File: src/rtl/uwu_pkg.sv
// Types and helpers shared by the uwu UART receiver and transmitter.
package uwu_pkg;

  typedef enum logic [2:0] {
    IDLE,
    START,
    DATA,
    STOP,
    WAIT_IDLE
  } rx_state_t;

  // Integer divide rounded to nearest, so the bit period error stays within half a clock.
  function automatic int clks_per_bit(input int clk_freq, input int baud);
    return (clk_freq + baud / 2) / baud;
  endfunction

endpackage

File: src/rtl/uwu_sync.sv
// N-flop synchroniser for asynchronous inputs; flops reset to 1 (idle line level).
module uwu_sync #(
  parameter int N = 2
) (
  input  logic clk,
  input  logic rst_n,
  input  logic async_i,
  output logic sync_o
);

  logic [N-1:0] ff_q;

  always_ff @(posedge clk or negedge rst_n) begin
    if (!rst_n) ff_q <= '1;
    else        ff_q <= {ff_q[N-2:0], async_i};
  end

  assign sync_o = ff_q[N-1];

endmodule

File: src/rtl/uwu_uart_rx.sv
// 8N1 UART receiver with valid/ready output, frame-error and overrun pulses.
// Define UWU_RX_MAJORITY_EN to decide each bit by a 2-of-3 vote (adds one cycle of latency).
//
// state     | meaning
// IDLE      | line high, waiting for a start edge
// START     | confirming the start bit at mid-bit
// DATA      | sampling 8 data bits, LSB first
// STOP      | sampling the stop bit, delivering the byte
// WAIT_IDLE | framing error seen, waiting for the line to return high
module uwu_uart_rx
  import uwu_pkg::*;
#(
  parameter int CLK_FREQ = 6000000,
  parameter int BAUD     = 115200
) (
  input  logic       clk,
  input  logic       rst_n,
  input  logic       rx,
  output logic [7:0] data,
  output logic       valid,
  input  logic       ready,
  output logic       frame_err,
  output logic       overrun
);

  localparam int CPB  = clks_per_bit(CLK_FREQ, BAUD);
  localparam int HALF = CPB / 2;
  localparam int CW   = $clog2(CPB);
  localparam logic [CW-1:0] BIT_END = CW'(CPB - 1);
`ifdef UWU_RX_MAJORITY_EN
  localparam logic [CW-1:0] START_END = CW'(HALF);
`else
  localparam logic [CW-1:0] START_END = CW'(HALF - 1);
`endif

  logic            rxs;
  logic            bit_s;
  rx_state_t       state_q, state_d;
  logic [CW-1:0]   cnt_q, cnt_d;
  logic [2:0]      bit_cnt_q, bit_cnt_d;
  logic [7:0]      shift_q, shift_d;
  logic [7:0]      data_q, data_d;
  logic            valid_q, valid_d;
  logic            frame_err_q, frame_err_d;
  logic            overrun_q, overrun_d;

  uwu_sync #(.N(2)) u_sync (
    .clk     (clk),
    .rst_n   (rst_n),
    .async_i (rx),
    .sync_o  (rxs)
  );

`ifdef UWU_RX_MAJORITY_EN
  // Two previous samples; the vote at a decision point covers counts end-2..end.
  logic [1:0] hist_q;

  always_ff @(posedge clk or negedge rst_n) begin
    if (!rst_n) hist_q <= 2'b11;
    else        hist_q <= {hist_q[0], rxs};
  end

  assign bit_s = (hist_q[1] & hist_q[0]) | (hist_q[1] & rxs) | (hist_q[0] & rxs);
`else
  assign bit_s = rxs;
`endif

  always_ff @(posedge clk or negedge rst_n) begin
    if (!rst_n) begin
      state_q     <= IDLE;
      cnt_q       <= '0;
      bit_cnt_q   <= '0;
      shift_q     <= '0;
      data_q      <= '0;
      valid_q     <= 1'b0;
      frame_err_q <= 1'b0;
      overrun_q   <= 1'b0;
    end else begin
      state_q     <= state_d;
      cnt_q       <= cnt_d;
      bit_cnt_q   <= bit_cnt_d;
      shift_q     <= shift_d;
      data_q      <= data_d;
      valid_q     <= valid_d;
      frame_err_q <= frame_err_d;
      overrun_q   <= overrun_d;
    end
  end

  always_comb begin
    state_d     = state_q;
    cnt_d       = cnt_q + 1'b1;
    bit_cnt_d   = bit_cnt_q;
    shift_d     = shift_q;
    data_d      = data_q;
    valid_d     = valid_q;
    frame_err_d = 1'b0;
    overrun_d   = 1'b0;

    if (valid_q && ready) valid_d = 1'b0;

    case (state_q)
      IDLE: begin
        cnt_d = '0;
        if (!rxs) begin
          state_d   = START;
          bit_cnt_d = '0;
        end
      end
      START: begin
        if (cnt_q == START_END) begin
          cnt_d   = '0;
          state_d = bit_s ? IDLE : DATA;
        end
      end
      DATA: begin
        if (cnt_q == BIT_END) begin
          cnt_d     = '0;
          shift_d   = {bit_s, shift_q[7:1]};
          bit_cnt_d = bit_cnt_q + 3'd1;
          if (bit_cnt_q == 3'd7) state_d = STOP;
        end
      end
      STOP: begin
        if (cnt_q == BIT_END) begin
          cnt_d = '0;
          if (bit_s) begin
            state_d = IDLE;
            // A byte arriving in the accept cycle replaces the one being consumed.
            if (!valid_q || ready) begin
              data_d  = shift_q;
              valid_d = 1'b1;
            end else begin
              overrun_d = 1'b1;
            end
          end else begin
            frame_err_d = 1'b1;
            state_d     = WAIT_IDLE;
          end
        end
      end
      WAIT_IDLE: begin
        cnt_d = '0;
        if (rxs) state_d = IDLE;
      end
      default: state_d = IDLE;
    endcase
  end

  assign data      = data_q;
  assign valid     = valid_q;
  assign frame_err = frame_err_q;
  assign overrun   = overrun_q;

endmodule

File: config.mk
export PLATFORM = sky130hd
export DESIGN_NAME = uwu_uart_rx
export DESIGN_NICKNAME = d
export VERILOG_FILES = /design/src/rtl/uwu_pkg.sv /design/src/rtl/uwu_sync.sv /design/src/rtl/uwu_uart_rx.sv
export SDC_FILE = /design/constraint.sdc
export NUM_CORES = 1
export LEC_CHECK = 0
export BUFFER_PORTS_ARGS = -buffer_cell sky130_fd_sc_hd__buf_4
export CAP_MARGIN = 20
export CORE_ASPECT_RATIO = 0.6
export CORE_MARGIN = 8
export CORE_UTILIZATION = 30
export DETAILED_ROUTE_END_ITERATION = 8
export GPL_ROUTABILITY_DRIVEN = 0
export GPL_TIMING_DRIVEN = 1
export HOLD_SLACK_MARGIN = 0.12
export PLACE_DENSITY = 0.56
export SLEW_MARGIN = 20
export SYNTH_ARGS = -nofsm -noshare
export SYNTH_HDL_FRONTEND = slang
export SYNTH_SLANG_ARGS = --single-unit
File: constraint.sdc
create_clock -name clk -period 2.5 [get_ports clk]
set_input_delay 0.25 -clock clk [delete_from_list [all_inputs] [get_ports clk]]
set_output_delay 0.25 -clock clk [all_outputs]
set_load 0.05 [all_outputs]
==> impl_metrics.xml <==
<?xml version="1.0" encoding="UTF-8"?>
<metrics>
  <group name="placement">
    <metric name="io_port_bufs" unit="">14</metric>
    <metric name="hpwl_reported_at_the_end_of_detailed_placement" unit="um">2000</metric>
  </group>
  <group name="hold_path">
    <metric name="hold_path.startpoint" unit="">ready</metric>
    <metric name="min_delay_worst_endpoint" unit="">valid$_DFF_PN0_</metric>
    <metric name="whs_path_depth" unit="">3</metric>
    <metric name="hold_path.class" unit="">in -&gt; reg</metric>
  </group>
  <group name="sta">
    <metric name="finalHoldViolations" unit="">0</metric>
    <metric name="final.setup_skew" unit="ns">0.00943</metric>
    <metric name="maxClockFrequency" unit="GHz">0.479</metric>
    <metric name="post-route-period-util" unit="">0.835</metric>
    <metric name="setup_viols_final" unit="">0</metric>
    <metric name="fin_setup_tns" unit="ns">0</metric>
    <metric name="fin_crit" unit="ns">2.09</metric>
    <metric name="timing.slew.headroom" unit="">0.610</metric>
    <metric name="timing.final.max_slew_violations" unit="">0</metric>
    <metric name="fin_hold_ws" unit="ns">0.272</metric>
    <metric name="rsz0062_at_grt" unit="">no</metric>
    <metric name="tightestPinTransition" unit="ns">0.579</metric>
  </group>
  <group name="logic_synthesis">
    <metric name="syn_inst" unit="">112</metric>
    <metric name="synth_area_leaders" unit="">dfrtp_1 53%, mux2_4 8.2%, mux2_2 6.1%</metric>
    <metric name="post-synth-top-area-cell" unit="">dfrtp_1</metric>
    <metric name="synthDistinctLibCells" unit="">35</metric>
    <metric name="netlist.area_leader.share" unit="">0.529</metric>
    <metric name="combined_area_of_all_synthesized_cells" unit="mm^2">0.00147</metric>
    <metric name="synth_warnings" unit="">0</metric>
    <metric name="ys_ff_latch" unit="">33</metric>
    <metric name="synth_area_per_cell" unit="um^2">13.1</metric>
    <metric name="synthesis.nets" unit="">120</metric>
    <metric name="synth-seq-area-share" unit="">0.565</metric>
  </group>
  <group name="critical_path">
    <metric name="rr_worst_depth" unit="">6</metric>
    <metric name="crit_fanout" unit="">8</metric>
    <metric name="worstSetupEndpointType" unit="">flop</metric>
    <metric name="cp_slowest_cell" unit="">or4b_4</metric>
    <metric name="cpPeakStageDelay" unit="ns">0.53</metric>
    <metric name="reg2reg_from" unit="">cnt_q[0]$_DFF_PN0_</metric>
    <metric name="timing.critical_path.cells" unit="">ha_1, nand3b_4, or4b_4, nor2b_2, buf_4, mux2_4</metric>
    <metric name="worstPathArrival" unit="ns">2.26</metric>
    <metric name="worst_reg2reg_endpoint" unit="">data[3]$_DFFE_PN0P_</metric>
    <metric name="r2r_setup_slack" unit="ns">0.41</metric>
    <metric name="path_class" unit="">reg -&gt; reg</metric>
    <metric name="required" unit="ns">2.67</metric>
    <metric name="startpoint_type" unit="">flop</metric>
  </group>
  <group name="clock_tree">
    <metric name="cts.htree.levels" unit="">2</metric>
    <metric name="cts.root.buffer_cell" unit="">clkbuf_8</metric>
    <metric name="post_cts_buffers" unit="">0</metric>
    <metric name="clock_tree_from_tritoncts" unit="">yes</metric>
    <metric name="clock_sinks" unit="">33</metric>
    <metric name="cts.reportedPaths.clkPinSlew" unit="ns">0.07</metric>
    <metric name="clock_tree.buffer_depth" unit="">2</metric>
    <metric name="clk-insertion-delay-late" unit="ns">0.28</metric>
    <metric name="total_cts_buffers" unit="">5</metric>
  </group>
  <group name="final_layout">
    <metric name="final_common_cell" unit="">dfrtp_1</metric>
    <metric name="final_layout_size_suffix_gt1_frac" unit="">0.343</metric>
    <metric name="insertedDiodeCount" unit="">0</metric>
    <metric name="nFillCells" unit="">475</metric>
    <metric name="layout-area-overhead-vs-synth" unit="%">18.9</metric>
    <metric name="nets" unit="">141</metric>
    <metric name="layout_common_cells" unit="">31 x dfrtp_1, 16 x buf_4, 10 x nor2_1, 9 x nand2_1</metric>
  </group>
  <group name="die">
    <metric name="core_area" unit="mm^2">0.00464</metric>
    <metric name="std_cell_rows" unit="">19</metric>
    <metric name="floorplan.initialDensity" unit="">0.316</metric>
    <metric name="die_x" unit="um">106</metric>
    <metric name="die_height" unit="um">70.2</metric>
    <metric name="design.portCount" unit="">15</metric>
    <metric name="floorplan.die_area" unit="mm^2">0.00745</metric>
  </group>
  <group name="global_route">
    <metric name="via_count_of_the_first_global_routing_pass" unit="">957</metric>
    <metric name="initial_antenna_violation_count" unit="">0</metric>
    <metric name="globalRouteOverflowTotal" unit="">0</metric>
    <metric name="maximum_number_of_pins_on_one_net_before_global_route_repair" unit="">34</metric>
    <metric name="track_usage" unit="">0.0840</metric>
    <metric name="grt_first_pass_wirelength" unit="um">4850</metric>
  </group>
  <group name="power">
    <metric name="leakage" unit="nW">0.860</metric>
    <metric name="ir_worst_vdd" unit="uV">173</metric>
    <metric name="power.density_cell_area" unit="mW/mm^2">617</metric>
  </group>
  <group name="run">
    <metric name="maxCapViolations" unit="">0</metric>
  </group>
  <group name="routing">
    <metric name="drc_violations_left" unit="">0</metric>
    <metric name="detailedRoute.firstIterationViolations" unit="">41</metric>
    <metric name="wl_per_cell" unit="um">14.2</metric>
    <metric name="routed_wirelength" unit="um">2790</metric>
    <metric name="detail-route-antenna-nets" unit="">0</metric>
    <metric name="via_count" unit="">875</metric>
    <metric name="post_drt_via_cell_ratio" unit="">4.44</metric>
    <metric name="first_pass_iters" unit="">3</metric>
  </group>
  <group name="status">
    <metric name="run_status" unit="">completed</metric>
  </group>
</metrics>
layer usage:
layer / track usage / wire, um / part of all wire
met5: 0 / 0 / 0
met4: 0.0465 / 27 / 0.0097
met3: 0.0293 / 134 / 0.048
met2: 0.117 / 1180 / 0.42
met1: 0.110 / 1440 / 0.52
repair_timing:
action,CTS,global route
hold endpoints to repair,32,0
hold buffers,2,0
gates resized for setup,0,0
cell usage after synthesis:
library cell  instances
o31ai_1               1
mux2_4                8
and3_1                1
ha_1                  4
nand2_1               9
xnor2_1               2
inv_1                 2
a2111oi_0             1
nand3b_4              1
buf_6                 1
dfrtp_1              31
nor4_2                1
nor4_1                1
mux2_2                8
nor2b_2               1
or3_1                 1
a21oi_1               2
a31oi_1               1
nor4b_1               1
and2_1                1
nor2_1               10
and3b_1               2
dfstp_2               2
nand3_1               2
o21ai_0               2
a311oi_1              1
buf_2                 2
mux2i_1               1
a211oi_1              1
buf_4                 1
xor2_1                3
or4b_4                1
nand2b_1              3
nand4b_1              2
nor3_1                1
critical path: cells and delay by family, from the launching register on:
kind	cells	cell delay (ns)
fa+ha+maj	1	0.30
buf+inv	1	0.20
flops	1	0.39
mux	1	0.32
simple gates	3	0.77
area by class of cell:
cell class / instances / area (um^2) / share of cell area
clock buffer: 5 / 68.8 / 0.0395
multi-input combinational: 73 / 602 / 0.345
inverter: 2 / 7.51 / 0.00431
tap: 63 / 78.8 / 0.0452
sequential: 33 / 828 / 0.475
clock inverter: 3 / 17.5 / 0.0101
timing repair buffer: 18 / 140 / 0.0804
cells by family (layout without fill, tap and decap cells):
kind of cell               after synthesis  after routing  share of synthesized area
xor gates and xnor gates                 5              5                     0.0299
and+or+nand+nor                         38             38                      0.156
muxes                                   17             17                      0.150
AOI/OAI and AO/OA                        9              9                     0.0401
DFF                                     33             33                      0.565
adders and majority gates                4              4                     0.0341
buffers and inverters                    6             28                     0.0247
worst max-delay path by stage:
stage,startpoint,end,slack (ns)
floorplan,cnt_q[0]$_DFF_PN0_,data[0]$_DFFE_PN0P_,0.56
global placement,cnt_q[0]$_DFF_PN0_,data[0]$_DFFE_PN0P_,0.48
detailed placement,cnt_q[0]$_DFF_PN0_,data[3]$_DFFE_PN0P_,0.40
CTS,cnt_q[0]$_DFF_PN0_,data[3]$_DFFE_PN0P_,0.39
global route,cnt_q[0]$_DFF_PN0_,data[3]$_DFFE_PN0P_,0.31
finish,cnt_q[0]$_DFF_PN0_,data[3]$_DFFE_PN0P_,0.41
state kept, by name, indices dropped and copies added (netlist names):
register,cells
overrun,1
valid,1
cnt_q,6
state_q,3
shift_q,8
data,8
frame_err,1
bit_cnt_q,3
u_sync.ff_q,2
per-stage QoR:
step | power, mW | util | setup slack [ns] | std cells | instance area, um^2
after floorplan | 0.661 | - | 0.561 | 112 | 1470
after global placement | 0.686 | 0.353 | 0.477 | 187 | 1640
after detailed placement | 0.696 | 0.353 | 0.395 | 187 | 1640
after CTS | 1.10 | 0.376 | 0.392 | 197 | 1740
after global routing | 1.14 | 0.376 | 0.314 | 197 | 1740
final | 1.08 | 0.376 | 0.412 | 197 | 1740
power breakdown:
part | total, mW | leakage, nW | internal [mW] | switching, mW
registers | 0.598 | 0.447 | 0.561 | 0.0370
clock network | 0.389 | 0.0439 | 0.192 | 0.197
logic | 0.0882 | 0.370 | 0.0426 | 0.0456
total | 1.08 | 0.860 | 0.795 | 0.280
Power figures use the tool's default switching activity.
